$ cat src/rtl/servile_wb_xbar_pkg.sv
// Shared types and constants for the servile Wishbone crossbar decoder.
package servile_wb_xbar_pkg;

   // Transaction sequencer states
   typedef enum logic [1:0] {
      IDLE = 2'd0,
      BUSY = 2'd1,
      ERR  = 2'd2,
      DONE = 2'd3
   } state_t;

   // Read data returned when an access is unmapped or times out
   localparam logic [31:0] DEFAULT_ERR_RDT = 32'hDEADBEEF;

   // Largest supported number of slave ports
   localparam int MAX_SLAVES = 8;

endpackage

$ cat src/rtl/servile_wb_addr_dec.sv
// Combinational match/mask address decoder: one-hot slave select, lowest index wins.
module servile_wb_addr_dec #(
   parameter int                       NUM_SLAVES = 4,
   parameter logic [NUM_SLAVES*32-1:0] SLV_MATCH  = {32'hC0000000, 32'h80000000, 32'h40000000, 32'h00000000},
   parameter logic [NUM_SLAVES*32-1:0] SLV_MASK   = {4{32'hC0000000}}
) (
   input  logic [31:0]           i_adr,
   output logic [NUM_SLAVES-1:0] o_sel,
   output logic                  o_hit
);

   logic [NUM_SLAVES-1:0] raw_hit;

   // Every slave compares only the address bits its mask selects
   for (genvar gi = 0; gi < NUM_SLAVES; gi++) begin : g_match
      assign raw_hit[gi] = ((i_adr & SLV_MASK[gi*32 +: 32]) == SLV_MATCH[gi*32 +: 32]);
   end

   // Priority pick: scan downwards so the lowest matching index is written last
   always_comb begin
      o_sel = '0;
      for (int i = NUM_SLAVES - 1; i >= 0; i--) begin
         if (raw_hit[i]) begin
            o_sel = NUM_SLAVES'(1) << i;
         end
      end
   end

   assign o_hit = |raw_hit;

endmodule

$ cat src/rtl/servile_wb_xbar_dec.sv
// Routes one servile CPU Wishbone master to NUM_SLAVES slaves with registered
// handshake, a per-access timeout and a sticky error status for software.
module servile_wb_xbar_dec
   import servile_wb_xbar_pkg::*;
#(
   parameter int                       NUM_SLAVES = 4,
   parameter logic [NUM_SLAVES*32-1:0] SLV_MATCH  = {32'hC0000000, 32'h80000000, 32'h40000000, 32'h00000000},
   parameter logic [NUM_SLAVES*32-1:0] SLV_MASK   = {4{32'hC0000000}},
   parameter int                       TIMEOUT    = 255,
   parameter logic [31:0]              ERR_RDT    = DEFAULT_ERR_RDT
) (
   input  logic                     i_clk,
   input  logic                     i_rst,
   input  logic [31:0]              i_wb_cpu_adr,
   input  logic [31:0]              i_wb_cpu_dat,
   input  logic [3:0]               i_wb_cpu_sel,
   input  logic                     i_wb_cpu_we,
   input  logic                     i_wb_cpu_stb,
   output logic [31:0]              o_wb_cpu_rdt,
   output logic                     o_wb_cpu_ack,
   output logic [31:0]              o_wb_slv_adr,
   output logic [31:0]              o_wb_slv_dat,
   output logic [3:0]               o_wb_slv_sel,
   output logic                     o_wb_slv_we,
   output logic [NUM_SLAVES-1:0]    o_wb_slv_stb,
   input  logic [NUM_SLAVES*32-1:0] i_wb_slv_rdt,
   input  logic [NUM_SLAVES-1:0]    i_wb_slv_ack,
   input  logic                     i_err_clr,
   output logic                     o_err,
   output logic [31:0]              o_err_adr,
   output logic                     o_err_tmo
);

   localparam int               CNT_W   = $clog2(TIMEOUT + 1);
   localparam logic [CNT_W-1:0] TMO_CNT = CNT_W'(TIMEOUT);

   state_t                state_q, state_d;
   logic [CNT_W-1:0]      cnt_q, cnt_d;
   logic [31:0]           adr_q, adr_d;
   logic [31:0]           dat_q, dat_d;
   logic [3:0]            sel_q, sel_d;
   logic                  we_q, we_d;
   logic [NUM_SLAVES-1:0] stb_q, stb_d;
   logic [31:0]           rdt_q, rdt_d;
   logic                  ack_q, ack_d;
   logic                  tmo_q, tmo_d;
   logic                  err_q, err_d;
   logic [31:0]           err_adr_q, err_adr_d;
   logic                  err_tmo_q, err_tmo_d;

   logic [NUM_SLAVES-1:0] dec_sel;
   logic                  dec_hit;
   logic [31:0]           slv_rdt_mux;
   logic                  slv_ack_hit;
   logic [CNT_W-1:0]      cnt_inc;
   logic                  err_event;

   servile_wb_addr_dec #(
      .NUM_SLAVES (NUM_SLAVES),
      .SLV_MATCH  (SLV_MATCH),
      .SLV_MASK   (SLV_MASK)
   ) u_addr_dec (
      .i_adr (i_wb_cpu_adr),
      .o_sel (dec_sel),
      .o_hit (dec_hit)
   );

   // Read data of the strobed slave; the strobe itself doubles as the select
   always_comb begin
      slv_rdt_mux = '0;
      for (int i = 0; i < NUM_SLAVES; i++) begin
         if (stb_q[i]) begin
            slv_rdt_mux = slv_rdt_mux | i_wb_slv_rdt[i*32 +: 32];
         end
      end
   end

   // Acks from slaves that are not being strobed are masked off
   assign slv_ack_hit = |(i_wb_slv_ack & stb_q);
   assign cnt_inc     = cnt_q + CNT_W'(1);

   // Next-state: transaction sequencing, timeout counting and error status
   always_comb begin
      state_d   = state_q;
      cnt_d     = cnt_q;
      adr_d     = adr_q;
      dat_d     = dat_q;
      sel_d     = sel_q;
      we_d      = we_q;
      stb_d     = stb_q;
      rdt_d     = rdt_q;
      ack_d     = 1'b0;
      tmo_d     = tmo_q;
      err_event = 1'b0;

      case (state_q)
         IDLE: begin
            if (i_wb_cpu_stb && !ack_q) begin
               adr_d = i_wb_cpu_adr;
               dat_d = i_wb_cpu_dat;
               sel_d = i_wb_cpu_sel;
               we_d  = i_wb_cpu_we;
               cnt_d = '0;
               if (dec_hit) begin
                  stb_d   = dec_sel;
                  state_d = BUSY;
               end else begin
                  tmo_d   = 1'b0;
                  state_d = ERR;
               end
            end
         end
         BUSY: begin
            // A slave ack in the same cycle the counter expires still wins
            cnt_d = cnt_inc;
            if (slv_ack_hit) begin
               ack_d   = 1'b1;
               rdt_d   = slv_rdt_mux;
               stb_d   = '0;
               state_d = DONE;
            end else if (cnt_inc == TMO_CNT) begin
               stb_d   = '0;
               tmo_d   = 1'b1;
               state_d = ERR;
            end
         end
         ERR: begin
            ack_d     = 1'b1;
            rdt_d     = ERR_RDT;
            err_event = 1'b1;
            state_d   = DONE;
         end
         DONE: begin
            // Gap cycle so the CPU can drop stb before the next accept
            state_d = IDLE;
         end
         default: begin
            state_d = IDLE;
         end
      endcase

      // Clear first, then a simultaneous new error overrides it
      err_d     = err_q;
      err_adr_d = err_adr_q;
      err_tmo_d = err_tmo_q;
      if (i_err_clr) begin
         err_d     = 1'b0;
         err_adr_d = '0;
         err_tmo_d = 1'b0;
      end
      if (err_event) begin
         err_d = 1'b1;
         if (!err_q || i_err_clr) begin
            err_adr_d = adr_q;
            err_tmo_d = tmo_q;
         end
      end
   end

   // State and output registers; reset aborts any access without acking
   always_ff @(posedge i_clk or posedge i_rst) begin
      if (i_rst) begin
         state_q   <= IDLE;
         cnt_q     <= '0;
         adr_q     <= '0;
         dat_q     <= '0;
         sel_q     <= '0;
         we_q      <= 1'b0;
         stb_q     <= '0;
         rdt_q     <= '0;
         ack_q     <= 1'b0;
         tmo_q     <= 1'b0;
         err_q     <= 1'b0;
         err_adr_q <= '0;
         err_tmo_q <= 1'b0;
      end else begin
         state_q   <= state_d;
         cnt_q     <= cnt_d;
         adr_q     <= adr_d;
         dat_q     <= dat_d;
         sel_q     <= sel_d;
         we_q      <= we_d;
         stb_q     <= stb_d;
         rdt_q     <= rdt_d;
         ack_q     <= ack_d;
         tmo_q     <= tmo_d;
         err_q     <= err_d;
         err_adr_q <= err_adr_d;
         err_tmo_q <= err_tmo_d;
      end
   end

   assign o_wb_cpu_rdt = rdt_q;
   assign o_wb_cpu_ack = ack_q;
   assign o_wb_slv_adr = adr_q;
   assign o_wb_slv_dat = dat_q;
   assign o_wb_slv_sel = sel_q;
   assign o_wb_slv_we  = we_q;
   assign o_wb_slv_stb = stb_q;
   assign o_err        = err_q;
   assign o_err_adr    = err_adr_q;
   assign o_err_tmo    = err_tmo_q;

endmodule
$ cat config.mk
export PLATFORM = sky130hd
export DESIGN_NAME = servile_wb_xbar_dec
export DESIGN_NICKNAME = d
export VERILOG_FILES = /design/src/rtl/servile_wb_xbar_pkg.sv /design/src/rtl/servile_wb_addr_dec.sv /design/src/rtl/servile_wb_xbar_dec.sv
export SDC_FILE = /design/constraint.sdc
export NUM_CORES = 1
export LEC_CHECK = 0
export BUFFER_PORTS_ARGS = -buffer_cell sky130_fd_sc_hd__buf_2
export CORE_MARGIN = 8
export CORE_UTILIZATION = 46
export DETAILED_ROUTE_END_ITERATION = 10
export PLACE_DENSITY = 0.81
export SLEW_MARGIN = 20
export SYNTH_ARGS = -nofsm -noshare
export SYNTH_HDL_FRONTEND = slang
export SYNTH_HIERARCHICAL = 1
export SYNTH_SLANG_ARGS = --single-unit
$ cat constraint.sdc
create_clock -name i_clk -period 5 [get_ports i_clk]
set_clock_uncertainty 0.05 [all_clocks]
set_input_delay 0.5 -clock i_clk [delete_from_list [all_inputs] [get_ports i_clk]]
set_output_delay 0.5 -clock i_clk [all_outputs]
set_load 0.005 [all_outputs]
==> flow_summary.ini <==
[clocking]
cts_buffers = 17
clock_tree.buffer_depth = 2
quantity_of_gates_resized_following_cts = 0
cts-htree-levels = 4
cts.repair_timing.setup_buffer_count = 0
clk_root_buffer_cell = sky130_fd_sc_hd__clkbuf_16
cts_num_sinks = 151
cts_hold_buffers = 0
cts_tree = yes
worstSkewPairLatency_ns = 0.41
cts.clk_slew.worst_paths_ns = 0.06

[detailed_routing]
first_pass_iters = 6
avgViaCountPerCell = 5.324
routed_via_count = 6810
post-route-drc-count = 0
ant_nets = 0
route.final.wire_length_mm = 22.79
detail_route.wl_per_cell_um = 17.82
detail_route.iter0.violations = 567

[die]
rows = 44
pin_count = 345
die_area_um2 = 19020
horizontal_extent_of_the_die_um = 137.9
core_area_um2 = 14530
starting_density = 0.4704
fp.dieH_um = 137.9

[yosys]
seq_area_frac_synth = 0.5527
postSynthCellCount = 762
synth_seq_cells = 151
synth_most_common_cell = sky130_fd_sc_hd__nand2_1
synth_cell_types = 48
yosys_warnings = 6
synth_async_sr_flop_share = 1.000
post-synth-top-area-cell = sky130_fd_sc_hd__dfrtp_1
ys_dominant_reg_cell = sky130_fd_sc_hd__dfrtp_1
synthesis.area_per_instance_um2 = 8.972
syn_nets = 972
netlist_area_um2 = 6837
synth_top_area_frac = 0.5527
synth_enable_flop_cells = 0
synth_common_cells = sky130_fd_sc_hd__nand2_1 (295), sky130_fd_sc_hd__dfrtp_1 (151), sky130_fd_sc_hd__a21oi_1 (38), sky130_fd_sc_hd__clkbuf_1 (38), sky130_fd_sc_hd__nand3b_1 (34)
post_synth_main_area_contributors = sky130_fd_sc_hd__dfrtp_1 (55%), sky130_fd_sc_hd__nand2_1 (16%), sky130_fd_sc_hd__nand3b_1 (3.7%)

[power_and_ir_drop]
vdd_drop_max_mv = 0.2663
p_leak_nw = 5.105
pwr_density_cell_nw_per_um2 = 624.6

[global_routing]
antenna_found_initial = 2
wire_length_of_the_first_global_routing_pass_mm = 34.58
grt_remaining_overflow = 0
track_usage = 0.2287
first_global_vias = 6755
maximum_number_of_pins_on_one_net_before_global_route_repair = 103

[sta]
worst_max_slew_margin_expressed_relative_to_the_limit = 0.2773
grt_setup_unrepaired = no
timing_hold_violations_final = 0
final_max_slew_viol_count = 0
min_period_over_period = 0.5347
tightestPinTransition_ns = 1.081
report.final.setup_viol = 0
timing.final.ws_setup_ns = 2.327
post-route-min-period_ns = 2.673
maxClockFrequency_mhz = 374.0
totalNegativeSetupSlack_ns = 0

[critical_path]
reg2reg_to = o_wb_slv_adr[4]
regToRegSetupSlack_ns = 2.33
critical_path_arrival_ns = 2.91
crit_path_start_kind = flip-flop
critPathKind = reg2reg
crit_required_ns = 5.24
crit_fanout = 47
ff2ff_path_depth = 6
critPathCaptureType = flip-flop
r2r-start = state_q[1]

[min_path]
startpoint_of_the_worst_hold_path = i_wb_cpu_dat[5]
hp-class = in2reg
whs_path_depth = 3
whs_endpoint = o_wb_slv_dat[5]

[placed_design]
buffer_ports.inserted = 344
setup_slack_placement_ns = 2.331
detailed_place.area_um2 = 8657
place.gp.congestion = 0.8955
numPlacedInstances = 1247
dpl.hpwl_mm = 16.76

[final_layout]
area_occupied_by_multi_input_gates_um2 = 2804
syn2layout_area_growth_pct = 35.41
drive_above_1_share = 0.3614
nNetsFinal = 1292
number_of_fill_cells = 1257
finish.instance_area_um2 = 9258
seqCellArea_um2 = 3779
final_cell_count_no_fill = 1279

[flow_run]
max_cap_violations = 0

[run_status]
outcome = finished clean
## cells in the final DEF, fill, tap and decap left out, types with 3 or more instances in the layout
| cell | Yosys | routed |
|---|---|---|
| sky130_fd_sc_hd__o31ai_1 | 4 | 4 |
| sky130_fd_sc_hd__buf_2 | 11 | 344 |
| sky130_fd_sc_hd__bufinv_16 | 0 | 3 |
| sky130_fd_sc_hd__ha_1 | 5 | 5 |
| sky130_fd_sc_hd__nand3b_1 | 34 | 34 |
| sky130_fd_sc_hd__buf_4 | 1 | 11 |
| sky130_fd_sc_hd__clkbuf_16 | 0 | 17 |
| sky130_fd_sc_hd__nand2_1 | 295 | 294 |
| sky130_fd_sc_hd__a21oi_1 | 38 | 38 |
| sky130_fd_sc_hd__a22oi_1 | 18 | 18 |
| sky130_fd_sc_hd__a31oi_1 | 25 | 25 |
| sky130_fd_sc_hd__nor2_1 | 33 | 33 |
| sky130_fd_sc_hd__a222oi_1 | 24 | 24 |
| sky130_fd_sc_hd__inv_6 | 0 | 3 |
| sky130_fd_sc_hd__inv_1 | 10 | 9 |
| sky130_fd_sc_hd__a22o_1 | 8 | 8 |
| sky130_fd_sc_hd__dfrtp_1 | 151 | 151 |
| sky130_fd_sc_hd__nand3_1 | 9 | 9 |
| sky130_fd_sc_hd__nand2b_1 | 4 | 4 |
| sky130_fd_sc_hd__o21ai_0 | 14 | 14 |
| sky130_fd_sc_hd__nor2b_1 | 6 | 6 |
## routing by layer
| metal | GRT usage | vias to the layer above | share of wire | routed length, µm |
|---|---|---|---|---|
| li1 | - | 3238 | - | - |
| met2 | 0.3740 | 299 | 0.50 | 11440 |
| met3 | 0.04638 | 36 | 0.075 | 1710 |
| met5 | 0 | - | 0 | 0 |
| met4 | 0.09672 | 0 | 0.027 | 605 |
| met1 | 0.2896 | 3237 | 0.40 | 9042 |
## how the worst max path moves through the flow
stage                    start          endpoint  slack, ns  depth (start not counted)
floorplan                i_rst          cnt_q[0]       0.39                          1
global placement    state_q[0]  o_wb_slv_dat[20]       2.45                          6
detailed placement  state_q[1]  o_wb_slv_dat[31]       2.33                          6
CTS                 state_q[1]   o_wb_slv_adr[4]       2.31                          6
global route        state_q[1]  o_wb_slv_dat[17]       2.11                          6
finish              state_q[1]   o_wb_slv_adr[4]       2.33                          6
## power breakdown
| group | internal, W | total (W) | switching [W] |
|---|---|---|---|
| Clock | 0.000795 | 0.00129 | 0.000491 |
| Sequential | 0.00177 | 0.00210 | 0.000333 |
| Combinational | 0.000963 | 0.00240 | 0.00143 |
| Total | 0.00352 | 0.00578 | 0.00226 |
## stage by stage
| stage | util | total power (W) | hold WS, ns |
|---|---|---|---|
| floorplan | - | 0.003479 | 0.4109 |
| global placement | 0.5956 | 0.004418 | 0.4015 |
| detailed placement | 0.5956 | 0.004512 | 0.4076 |
| CTS | 0.6365 | 0.005820 | 0.2037 |
| global route | 0.6370 | 0.006196 | 0.2140 |
| finish | 0.6370 | 0.005782 | 0.2229 |
## critical path: stages (launching register included)
cell and delay [ns]:
sky130_fd_sc_hd__dfrtp_1 0.39, sky130_fd_sc_hd__inv_1 0.12, sky130_fd_sc_hd__ha_1 0.37, sky130_fd_sc_hd__nand3b_1 0.79, sky130_fd_sc_hd__buf_4 0.60, sky130_fd_sc_hd__nand2_1 0.13, sky130_fd_sc_hd__nand2_1 0.07
## final cells by class
type,count,share of cell area
diodes,2,0.0005406
inverters,10,0.004595
clock inverters,11,0.01622
repair buffers,355,0.1949
flip-flops and latches,151,0.4082
well taps,184,0.02487
clock buffers,19,0.04784
multi-input cells,547,0.3029
## registers in the layout (all words and copies together) (netlist names), 2 cells and up
| register | flops |
|---|---|
| cnt_q | 8 |
| o_wb_slv_stb | 4 |
| state_q | 2 |
| o_wb_slv_adr | 32 |
| o_wb_cpu_rdt | 32 |
| o_wb_slv_dat | 32 |
| o_wb_slv_sel | 4 |
| o_err_adr | 32 |
## logic make-up after synthesis
kind of cell             count (synthesis)  synth area share
AND/OR/NAND/NOR                        394            0.2476
flip-flops                             151            0.5527
AO/OA/AOI/OAI                          145            0.1492
buffers and inverters                   64           0.03770
adder cells (fa/ha/maj)                  5          0.009151
multiplexers                             2          0.003111
other                                    1         0.0005485
(Power assumes the default switching activity.)
